[src/rtl/next_pc_unit_pkg.sv]
// next_pc_unit_pkg: shared constants for the next-PC unit and its return-address stack.
// Latency: n/a (constants only).
// Backpressure: n/a.
package next_pc_unit_pkg;

  localparam int DEFAULT_ADDR_WIDTH  = 32;
  localparam int DEFAULT_RAS_DEPTH   = 8;
  localparam int DEFAULT_RAS_PTR_W   = 3;
  // PC+4 plus this offset skips the delay slot, giving PC+8 as the link.
  localparam int DEFAULT_LINK_OFFSET = 4;

  // MIPS return-address register ($ra).
  localparam logic [4:0] REG_RA = 5'd31;

endpackage

[src/rtl/next_pc_unit_ras.sv]
// ras_stack: circular return-address stack with a push/pop/top interface.
// Latency: push/pop take effect at the next edge; top is combinational from the current state.
// Backpressure: stall freezes the pointer, count and entries; push and pop are ignored while stalled.
// Ports: clk/rst_n (async active-low), stall, push + push_data, pop, top (current top entry), count.
module ras_stack
  import next_pc_unit_pkg::*;
#(
  parameter int ADDR_WIDTH = DEFAULT_ADDR_WIDTH,
  parameter int DEPTH      = DEFAULT_RAS_DEPTH,
  parameter int PTR_W      = DEFAULT_RAS_PTR_W
) (
  input  logic                  clk,
  input  logic                  rst_n,
  input  logic                  stall,
  input  logic                  push,
  input  logic [ADDR_WIDTH-1:0] push_data,
  input  logic                  pop,
  output logic [ADDR_WIDTH-1:0] top,
  output logic [PTR_W:0]        count
);

  localparam logic [PTR_W-1:0] PTR_ONE = PTR_W'(1);
  localparam logic [PTR_W:0]   CNT_ONE = (PTR_W + 1)'(1);
  localparam logic [PTR_W:0]   CNT_MAX = (PTR_W + 1)'(DEPTH);

  logic [ADDR_WIDTH-1:0] mem [DEPTH];
  // ptr is the next write slot; the top of stack sits one below it.
  logic [PTR_W-1:0]      ptr;

  assign top = mem[ptr - PTR_ONE];

  always_ff @(posedge clk or negedge rst_n) begin
    if (!rst_n) begin
      ptr   <= '0;
      count <= '0;
      for (int i = 0; i < DEPTH; i++) begin
        mem[i] <= '0;
      end
    end else if (!stall) begin
      if (push) begin
        // When full, ptr already points at the oldest entry, so the
        // write overwrites it and the count stays saturated.
        mem[ptr] <= push_data;
        ptr      <= ptr + PTR_ONE;
        if (count != CNT_MAX) begin
          count <= count + CNT_ONE;
        end
      end else if (pop && (count != '0)) begin
        ptr   <= ptr - PTR_ONE;
        count <= count - CNT_ONE;
      end
    end
  end

endmodule

[src/rtl/next_pc_unit.sv]
// next_pc_unit: jump / jump-register / branch target calculator with a return-address stack.
// Latency: 1 cycle from an accepted decode instruction to Redirect/NextInstructionAddress/RAS flags.
// Backpressure: Stall holds every register and the RAS; Flush squashes the accepting instruction.
// Ports: CLOCK, RESET (async active-low); decode inputs Valid/Stall/Flush, Instr_PC_Plus4, Instruction,
//        control decode Jump/JumpRegister/Link/Branch/BranchTaken, rs value/index RegisterValue/Register;
//        outputs NextInstructionAddress, Redirect, RAS_Hit, RAS_Mispredict (registered), RAS_Count.
module next_pc_unit
  import next_pc_unit_pkg::*;
#(
  parameter int ADDR_WIDTH  = DEFAULT_ADDR_WIDTH,
  parameter int RAS_DEPTH   = DEFAULT_RAS_DEPTH,
  parameter int RAS_PTR_W   = DEFAULT_RAS_PTR_W,
  parameter int LINK_OFFSET = DEFAULT_LINK_OFFSET
) (
  input  logic                  CLOCK,
  input  logic                  RESET,
  input  logic                  Valid,
  input  logic                  Stall,
  input  logic                  Flush,
  input  logic [ADDR_WIDTH-1:0] Instr_PC_Plus4,
  input  logic [31:0]           Instruction,
  input  logic                  Jump,
  input  logic                  JumpRegister,
  input  logic                  Link,
  input  logic                  Branch,
  input  logic                  BranchTaken,
  input  logic [ADDR_WIDTH-1:0] RegisterValue,
  input  logic [4:0]            Register,
  output logic [ADDR_WIDTH-1:0] NextInstructionAddress,
  output logic                  Redirect,
  output logic                  RAS_Hit,
  output logic                  RAS_Mispredict,
  output logic [RAS_PTR_W:0]    RAS_Count
);

  logic                  accept;
  logic                  ras_pop;
  logic                  ras_push;
  logic [ADDR_WIDTH-1:0] jump_target;
  logic [ADDR_WIDTH-1:0] branch_offset;
  logic [ADDR_WIDTH-1:0] branch_target;
  logic [ADDR_WIDTH-1:0] target;
  logic [ADDR_WIDTH-1:0] link_addr;
  logic [ADDR_WIDTH-1:0] ras_top;
  logic [RAS_PTR_W:0]    ras_count;
  logic                  unused_opcode;

  // The opcode field is decoded upstream; only the immediates are used here.
  assign unused_opcode = ^Instruction[31:26];

  assign accept = Valid & ~Stall & ~Flush;

  // jalr $31 writes $ra rather than returning through it, so it only pushes.
  assign ras_pop  = accept & JumpRegister & (Register == REG_RA) & ~Link;
  assign ras_push = accept & Link & (Jump | JumpRegister);

  // Jump region keeps the PC bits above the 28-bit pseudo-direct field.
  if (ADDR_WIDTH > 28) begin : g_jump_region
    assign jump_target = {Instr_PC_Plus4[ADDR_WIDTH-1:28], Instruction[25:0], 2'b00};
  end else begin : g_jump_flat
    assign jump_target = {Instruction[25:0], 2'b00};
  end

  assign branch_offset = {{(ADDR_WIDTH - 18){Instruction[15]}}, Instruction[15:0], 2'b00};
  assign branch_target = Instr_PC_Plus4 + branch_offset;
  assign link_addr     = Instr_PC_Plus4 + ADDR_WIDTH'(LINK_OFFSET);

  always_comb begin
    target = branch_target;
    if (Jump) begin
      target = jump_target;
    end else if (JumpRegister) begin
      target = RegisterValue;
    end
  end

  always_ff @(posedge CLOCK or negedge RESET) begin
    if (!RESET) begin
      NextInstructionAddress <= '0;
      Redirect               <= 1'b0;
      RAS_Hit                <= 1'b0;
      RAS_Mispredict         <= 1'b0;
    end else if (!Stall) begin
      if (accept) begin
        NextInstructionAddress <= target;
        Redirect               <= Jump | JumpRegister | (Branch & BranchTaken);
        // The stack only advises; the redirect always uses the real rs value.
        RAS_Hit                <= ras_pop & (ras_count != '0);
        RAS_Mispredict         <= ras_pop & (ras_count != '0) & (ras_top != RegisterValue);
      end else begin
        // Flushed or empty slot: drop the flags, keep the last address.
        Redirect       <= 1'b0;
        RAS_Hit        <= 1'b0;
        RAS_Mispredict <= 1'b0;
      end
    end
  end

  ras_stack #(
    .ADDR_WIDTH (ADDR_WIDTH),
    .DEPTH      (RAS_DEPTH),
    .PTR_W      (RAS_PTR_W)
  ) u_ras (
    .clk       (CLOCK),
    .rst_n     (RESET),
    .stall     (Stall),
    .push      (ras_push),
    .push_data (link_addr),
    .pop       (ras_pop),
    .top       (ras_top),
    .count     (ras_count)
  );

  assign RAS_Count = ras_count;

endmodule

[config.mk]
export PLATFORM = sky130hd
export DESIGN_NAME = next_pc_unit
export DESIGN_NICKNAME = d
export VERILOG_FILES = /design/src/rtl/next_pc_unit_pkg.sv /design/src/rtl/next_pc_unit_ras.sv /design/src/rtl/next_pc_unit.sv
export SDC_FILE = /design/constraint.sdc
export NUM_CORES = 1
export LEC_CHECK = 0
export BUFFER_PORTS_ARGS = -buffer_cell sky130_fd_sc_hd__buf_2
export CAP_MARGIN = 20
export CORE_MARGIN = 5
export CORE_UTILIZATION = 30
export CTS_CLUSTER_SIZE = 30
export DETAILED_ROUTE_END_ITERATION = 8
export MAX_ROUTING_LAYER = met4
export REMOVE_ABC_BUFFERS = 1
export SETUP_SLACK_MARGIN = 0.4
export SYNTH_ARGS = -nofsm -noshare
export SYNTH_HDL_FRONTEND = slang
export SYNTH_HIERARCHICAL = 1
export SYNTH_SLANG_ARGS = --single-unit
[constraint.sdc]
create_clock -name CLOCK -period 2.9 [get_ports CLOCK]
set_input_delay 0.435 -clock CLOCK [delete_from_list [all_inputs] [get_ports CLOCK]]
set_output_delay 0.435 -clock CLOCK [all_outputs]
set_load 0.02 [all_outputs]
==> flow_summary.toml, run 1 <==
[status]
outcome = "finished, final reports clean"

[detailed_routing]
drcViolationCount = 0
viasPerCell = 5.15
drt_iter0_drc = 669
drtPass1Iterations = 5
vias = 11700
drt-total-wl_um = 51400
post_drt_wl_per_cell_um = 22.7
antenna_left = 0

[hold_path]
worstHoldPathCells = 3
hold_end = "RAS_Hit"
worstHoldStart = "Stall"
hp-class = "input port to flop"

[clock_tree]
clockBufferDepth = 3
htreeDepth = 2
cts_made_buffers = 36
clock_sinks = 298
cts_tree = "built"
path_clk_slew_ps = 60
clock_latency_ps = 560
cts-root-buf = "clkbuf_16"

[grt]
grt_pass1_wl_um = 77400
grt_use_total_pct = 17.6
antenna_found_initial = 11
grt_max_degree = 90
grt-ovfl-total = 0
first_global_vias = 12300

[final_layout]
final_nets = 1674
layout-drive-gt1-share_pct = 46.4
syn_to_final_growth_pct = 25.5
fillers = 5109
stdcell_count = 2263

[die]
ios = 150
core_um2 = 53700
rows = 85
die_width_um = 243
die-height_um = 243
start_util_pct = 30.2
dieArea_um2 = 58900

[sta]
finalClockSkew_ps = 22.5
tightest_slew_ps = 907
fin_crit_ps = 2870
final_max_slew_viol_count = 0
fin_ws_ps = 29.7
hold_viol_final = 0
post-route-period-util_pct = 99.0
max_freq_ghz = 0.348
setup_viol = 0
rsz0062_at_grt = "true"
slew_headroom_pct = 39.1

[critical_path]
crit_required_ps = 3330
path_max_fanout = 26
r2r_setup_slack_ps = 30
start_kind = "flop"
path_delay_family = "simple AND/OR/NAND/NOR gates"
crit_buf_inv = 3
cp_slowest_cell = "dfrtp_4"
r2r_start = "u_ras/ptr[0]"
slowest_delay_ps = 450
worst_setup_path_end_kind = "flop"
critical_path_arrival_ps = 3300
crit_chain = "inv_4 -> ha_4 -> buf_12 -> mux4_2 -> mux2_2 -> xor2_1 -> nor4_1 -> buf_4 -> nand4_1 -> nor2_2 -> o21ai_1"
criticalPathCategory = "flop to flop"
r2r_end = "RAS_Mispredict"
reg2regPathDepth = 11

[yosys]
synth_flop_cell = "dfrtp_1"
syn_area_per_cell_um2 = 12.8
post-synth-top-area-cell = "dfrtp_1"
synth_cells = 1270
yosysTopAreaCellShare_pct = 45.9
ys_top_cells_by_area = "dfrtp_1 (46%), mux2_2 (17%), mux4_2 (8.9%)"
netlist_area_um2 = 16200
synth_enable_flop_cells = 0
yosysMostFrequentCell = "dfrtp_1"
synth_common_cells = "dfrtp_1 (298), mux2_2 (244), nand2_1 (66)"
synthArstFlopShare_pct = 100
ys_warn_count = 6
ys_ff_latch = 298
synthDistinctLibCells = 64
seq_area_frac_synth_pct = 45.9

[power_and_ir_drop]
ir_drop_uv = 490
cellPowerDensity_nw_per_um2 = 727
leakagePower_nw = 9.77

[place]
numPortBuffers = 143
pre_cts_ws_ps = -409
hpwl_um = 36900
place_congestion = 0.979
dp_cells = 2174

[job]
cap_violations = 0
-- stage by stage --
step | setup TNS, ps | area, um^2 | total power, mW | util, % | hold slack (ps)
floorplan | -509470 | 15900 | 7.76 | - | 139
global placement | -3380 | 18800 | 9.73 | 35.0 | 457
detailed placement | -4270 | 18800 | 9.82 | 35.0 | 464
CTS | 0 | 20200 | 14.7 | 37.6 | 147
global route | -44.7 | 20400 | 15.5 | 37.9 | 176
finish | 0 | 20400 | 14.8 | 37.9 | 179
-- power by group --
| group | internal (mW) | switching (mW) | leakage (nW) |
|---|---|---|---|
| Sequential | 4.68 | 0.336 | 4.02 |
| Combinational | 2.65 | 2.45 | 5.13 |
| Clock | 2.80 | 1.88 | 0.616 |
-- final cells by class --
cell class / count / area, um^2 / share of cell area, %
multi-input cells: 892 / 8590 / 42.2
flip-flops and latches: 298 / 7460 / 36.6
repair buffers: 287 / 2120 / 10.4
clock buffers: 51 / 1040 / 5.09
well taps: 696 / 871 / 4.28
clock inverters: 15 / 205 / 1.01
inverters: 12 / 47.5 / 0.233
diodes: 12 / 30.0 / 0.147
-- placed cells by master (no fill, tap or decap), types with 36 or more instances in the layout --
cell and n:
mux2_2 243, xnor2_1 41, nand2_1 66, buf_2 142, a21oi_1 54, buf_4 117, dfrtp_1 297, o21ai_0 36
nor2_1 53, clkbuf_16 37, xor2_1 47, mux4_2 64
-- metal layers --
layer	GRT usage, %	up-vias	wire length (um)
li1	-	5258	-
met1	22.7	6005	22400
met2	27.1	306	23800
met3	4.43	91	3290
met4	6.19	0	1810
met5	-	-	0
-- worst max path at each step --
stage                            startpoint                    endpoint  slack (ps)  depth (start not counted)
after floorplan                u_ras/ptr[0]              RAS_Mispredict       -2940                          9
after global placement    Instr_PC_Plus4[2]  NextInstructionAddress[28]        -400                         11
after detailed placement  Instr_PC_Plus4[2]  NextInstructionAddress[28]        -410                         11
after CTS                      u_ras/ptr[0]              RAS_Mispredict          40                         11
after global routing           u_ras/ptr[0]              RAS_Mispredict         -40                         12
final                          u_ras/ptr[0]              RAS_Mispredict          30                         11
-- tightest hold or removal path, cell delays in order --
cell,delay [ps]
buf_2,160
nand2_1,70
nand2_1,40
-- registers in the layout, indices dropped and copies added (netlist names) --
register / cells
RAS_Hit: 1
Redirect: 1
u_ras/count: 4
u_ras/mem: 256
NextInstructionAddress: 32
RAS_Mispredict: 1
u_ras/ptr: 3
-- cell families (layout without fill, tap and decap cells) --
group | Yosys count | in the layout | share of synthesized area, %
AOI/OAI and AO/OA | 184 | 184 | 7.23
buffers and inverters | 80 | 365 | 2.27
adders and majority gates | 36 | 36 | 2.87
other | 0 | 12 | 0
xor gates and xnor gates | 93 | 93 | 5.02
DFF | 298 | 298 | 45.9
and+or+nand+nor | 217 | 217 | 6.50
muxes | 362 | 362 | 30.2
-- timing repair --
item / in CTS / in global routing
gates cloned: 1 / 1
endpoints found under the hold margin: 78 / 0
hold buffers: 1 / 0
buffers inserted: 1 / 7
resized for setup: 16 / 15
endpoints found under the setup margin: 6 / 21
pin swaps: 7 / 5
Note: power is estimated with default switching activity, not from simulation.
==> run 2, diff against run 1 <==
--- a/config.mk
+++ b/config.mk
@@ -9,6 +9,7 @@
 export CAP_MARGIN = 20
 export CORE_MARGIN = 5
 export CORE_UTILIZATION = 30
+export CTS_BUF_LIST = sky130_fd_sc_hd__clkbuf_8
 export CTS_CLUSTER_SIZE = 30
 export DETAILED_ROUTE_END_ITERATION = 8
 export MAX_ROUTING_LAYER = met4
==> constraint.sdc (replaced) <==
create_clock -name CLOCK -period 2.7 [get_ports CLOCK]
set_input_delay 0.405 -clock CLOCK [delete_from_list [all_inputs] [get_ports CLOCK]]
set_output_delay 0.405 -clock CLOCK [all_outputs]
set_load 0.02 [all_outputs]
==> flow_summary.toml, run 2 (synthesis results as in run 1) <==
[final_layout]
multiInputGateArea_um2 = 8710
final_util_pct = 38.6
regArea_um2 = 7460
final_cell_mix = "dfrtp_1 (297), mux2_2 (241), buf_4 (145)"
largest_register_ffs = 256
syn_to_final_growth_pct = 27.6
design_area_um2 = 20700
reg_top3 = "u_ras/mem x256, NextInstructionAddress x32, u_ras/count x4"
top_register = "u_ras/mem"
final_nets = 1728
final_common_cell = "dfrtp_1"
fillers = 5066
layout-drive-gt1-share_pct = 48.6

[grt]
first_global_vias = 12400
use_met3_pct = 3.78
use_met2_pct = 27.5
grt_use_total_pct = 17.5
grt_max_degree = 101
antenna_found_initial = 11
grt_pass1_wl_um = 77300
grt-busiest-layer = "met2"
grt-ovfl-total = 0
grtUsageMet1_pct = 22.5

[sta]
rsz0062_at_grt = "true"
tightest_slew_ps = 776
fin_crit_ps = 2990
hold_viol_final = 0
slew_headroom_pct = 48.2
setup_viol = 1
fin_ws_ps = -295
max_freq_ghz = 0.334
finalClockSkew_ps = 32.1
hold-worst-slack_ps = 58.6
final_max_slew_viol_count = 0
post-route-period-util_pct = 111

[hold_path]
hp-class = "input port to flop"

[critical_path]
start_kind = "flop"
worst_setup_path_end_kind = "flop"
r2r_setup_slack_ps = -290
critical_path_arrival_ps = 3510
crit_required_ps = 3210
path_max_fanout = 7
criticalPathCategory = "flop to flop"

[detailed_routing]
drtPass1Iterations = 7
post_drt_wl_per_cell_um = 22.3
viasPerCell = 5.15
antenna_left = 0
drcViolationCount = 0
vias = 12000
drt_iter0_drc = 928
drt-total-wl_um = 52000

[power_and_ir_drop]
ir_drop_uv = 526
power_mw = 15.7
cellPowerDensity_nw_per_um2 = 757
leakagePower_nw = 10.0

[clock_tree]
clockBufferDepth = 3
path_clk_slew_ps = 60
cts-root-buf = "clkbuf_8"
cts_made_buffers = 50
cts_tree = "built"
htreeDepth = 2
clock_latency_ps = 650
clock_sinks = 298

[die]
start_util_pct = 30.2
rows = 85
dieArea_um2 = 58900
core_um2 = 53700
die-height_um = 243
ios = 150
die_width_um = 243

[status]
violations = "negative setup slack"
outcome = "complete, but fails checks"

[place]
placed_cell_area_um2 = 18900
place_congestion = 0.962
hpwl_um = 36700
numPortBuffers = 143

[job]
cap_violations = 0
## run 2: cell types whose count changed in the layout (fill, tap and decap cells not counted), moves of 3 or more
cell and change:
clkbuf_8 +55, clkbuf_16 -36, buf_4 +28, inv_1 +20, buf_12 +10, clkbuf_1 -7
clkinv_2 -4, buf_8 +3, nor4_2 +3, xnor2_1 -3, xnor2_2 +3
## run 2: final cells by class
class / count / share of cell area [%]
diodes: 12 / 0.145
clock buffers: 63 / 4.18
clock inverters: 28 / 0.773
inverters: 12 / 0.229
multi-input cells: 892 / 42.0
flip-flops and latches: 298 / 36.0
well taps: 696 / 4.20
repair buffers: 327 / 12.4
## run 2: path summary, 6_finish.rpt
kind / cells after the start / to / startpoint
max: 12 / RAS_Mispredict / u_ras/ptr[0]
min: 3 / RAS_Hit / Stall
max reg2reg: 12 / RAS_Mispredict / u_ras/ptr[0]
min reg2reg: 2 / NextInstructionAddress[7] / NextInstructionAddress[7]
max in group asynchronous: 3 / u_ras/mem[70] / RESET
min in group asynchronous: 2 / u_ras/mem[204] / RESET
## run 2: what timing repair did
action | 4_1_cts | 5_1_grt
hold endpoints to repair | 65 | 0
hold buffers | 1 | 0
pin swaps | 7 | 13
resized for setup | 23 | 47
cloned | 2 | 1
endpoints found under the setup margin | 27 | 42
buffers inserted | 15 | 21
## run 2: metal layers
layer | part of all wire [%] | vias up | wire length (um)
met5 | 0 | - | 0
met4 | 3.6 | 0 | 1860
met3 | 6.3 | 91 | 3290
met2 | 47 | 373 | 24500
met1 | 43 | 6154 | 22300
li1 | - | 5363 | -
## run 2: power by group
part	switching (mW)	total (mW)	internal (mW)
logic	2.84	6.17	3.33
registers	0.363	5.39	5.03
clock network	1.92	4.12	2.20
## run 2: per-stage QoR
step                setup WS (ps)  cells  setup TNS [ps]
finish                       -295   2328            -295
global route                 -335   2327            -335
CTS                          -260   2294            -260
detailed placement           -605   2185          -12640
global placement             -561   2185          -10400
floorplan                   -3140   1202         -555190
## run 2: critical path, stage by stage, from the launching register on
cell and delay [ps]:
dfrtp_4 440, inv_4 40, ha_4 310, buf_12 160
buf_8 170, mux4_2 290, mux2_2 290, xor2_2 200
nor4_2 270, buf_4 160, nand4_1 180, nor2_2 240
o21ai_1 90
==> run 3, diff against run 2 <==
--- a/config.mk
+++ b/config.mk
@@ -14,7 +14,7 @@
 export DETAILED_ROUTE_END_ITERATION = 8
 export MAX_ROUTING_LAYER = met4
 export REMOVE_ABC_BUFFERS = 1
-export SETUP_SLACK_MARGIN = 0.4
+export SETUP_SLACK_MARGIN = 0.5
 export SYNTH_ARGS = -nofsm -noshare
 export SYNTH_HDL_FRONTEND = slang
 export SYNTH_HIERARCHICAL = 1
==> constraint.sdc (replaced) <==
create_clock -name CLOCK -period 2.7 [get_ports CLOCK]
set_input_delay 0.405 -clock CLOCK [delete_from_list [all_inputs] [get_ports CLOCK]]
set_output_delay 0.405 -clock CLOCK [all_outputs]
set_load 0.1 [all_outputs]
==> flow_summary.toml, run 3 (synthesis results as in run 1) <==
[power_and_ir_drop]
ir_drop_uv = 509
p_switching_mw = 5.88
clockPowerShare_pct = 25.1
leakagePower_nw = 10.2
cellPowerDensity_nw_per_um2 = 782
power_mw = 16.5
power_frac_comb_pct = 42.2
switching_share_pct = 35.7
seq_power_share_pct = 32.7
p_int_mw = 10.6

[die]
start_util_pct = 30.2
die-height_um = 243
ios = 150
rows = 85
core_um2 = 53700
die_width_um = 243
dieArea_um2 = 58900

[detailed_routing]
antenna_left = 0
drcViolationCount = 0
drtPass1Iterations = 5
post_drt_wl_per_cell_um = 22.6
viasPerCell = 5.17
vias = 12100
drt-total-wl_um = 52900
drt_iter0_drc = 887

[grt]
grt_use_total_pct = 17.8
grt_pass1_wl_um = 78300
antenna_found_initial = 12
grt-ovfl-total = 0
first_global_vias = 12500
grt_max_degree = 101

[critical_path]
crit_required_ps = 3220
criticalPathCategory = "flop to flop"
path_max_fanout = 7
critical_path_arrival_ps = 3510
worst_setup_path_end_kind = "flop"
start_kind = "flop"

[status]
outcome = "complete, but fails checks"
violations = "negative setup slack"

[hold_path]
hp-class = "input port to flop"

[final_layout]
final_cell_mix = "dfrtp_1 (297), mux2_2 (237), buf_2 (140)"
layout-drive-gt1-share_pct = 49.7
top_register = "u_ras/mem"
fillers = 5023
final_common_cell = "dfrtp_1"
largest_register_ffs = 256
syn_to_final_growth_pct = 29.8
reg_top3 = "u_ras/mem x256, NextInstructionAddress x32, u_ras/count x4"
final_nets = 1739
final_util_pct = 39.2

[clock_tree]
cts_made_buffers = 50
clock_sinks = 298
cts_tree = "built"
clock_latency_ps = 650
htreeDepth = 2
path_clk_slew_ps = 60
clockBufferDepth = 3
cts-root-buf = "clkbuf_8"

[place]
numPortBuffers = 143
place_congestion = 0.962
hpwl_um = 36700

[sta]
rsz0062_at_grt = "true"
fin_ws_ps = -286
post-route-period-util_pct = 111
tightest_slew_ps = 805
finalClockSkew_ps = 34.7
final_max_slew_viol_count = 0
slew_headroom_pct = 46.2
setup_viol = 1
max_freq_ghz = 0.335
fin_crit_ps = 2990
fin_tns_setup_ps = -286
hold_viol_final = 0

[job]
cap_violations = 0
## run 3: layer usage
layer	GRT usage, %	up-vias	routed length [um]
met2	28.2	332	25100
met5	-	-	0
met1	23.1	6293	23000
li1	-	5392	-
met3	3.59	89	3260
met4	5.69	0	1550
## run 3: worst paths after layout
path	start	to	slack, ps	depth (start not counted)
hold reg to reg	NextInstructionAddress[7]	NextInstructionAddress[7]	470	2
setup / recovery	u_ras/ptr[0]	RAS_Mispredict	-290	12
setup reg to reg	u_ras/ptr[0]	RAS_Mispredict	-290	12
hold / removal	Stall	RAS_Hit	50	3
max in group asynchronous	RESET	u_ras/mem[70]	1580	3
min in group asynchronous	RESET	u_ras/mem[204]	250	2
## run 3: final cells by class
class                   instances  area (um^2)  share of cell area [%]
clock buffers                  63          867                    4.12
flip-flops and latches        298         7460                    35.4
multi-input cells             892         8810                    41.8
diodes                         13         32.5                   0.154
well taps                     696          871                    4.13
inverters                      12         47.5                   0.226
repair buffers                338         2810                    13.3
clock inverters                28          160                   0.760
## run 3: power groups by stage
stage                     Clock [mW]  Combinational [mW]  Sequential (mW)
after floorplan                    0                2.64             6.42
final                           4.13                6.95             5.39
after CTS                       4.25                6.33             5.38
after global placement             0                5.79             5.42
after global routing            4.43                7.30             5.46
after detailed placement           0                5.86             5.45
## run 3: timing repair
item,4_1_cts,5_1_grt
setup endpoints to repair,57,95
pin swaps,19,24
hold buffers,1,0
gates resized for setup,41,71
hold endpoints to repair,65,0
buffers inserted,18,26
gates cloned,4,2
## run 3: critical path, cell delays in order, from the launching register on
cell     delay, ps
dfrtp_4        440
inv_4           40
ha_4           310
buf_12         160
buf_8          170
mux4_2         290
mux2_2         280
xor2_1         210
nor4_2         290
buf_4          160
nand4_1        180
nor2_2         220
o21ai_1         80
## run 3: per-stage QoR
stage / hold slack, ps / area [um^2] / std cells / setup slack [ps]
detailed placement: 314 / 18900 / 2185 / -605
global route: 61.4 / 21100 / 2339 / -356
floorplan: 109 / 15900 / 1202 / -3140
global placement: 311 / 18900 / 2185 / -561
CTS: 11.4 / 20400 / 2299 / -260
finish: 50.8 / 21100 / 2340 / -286
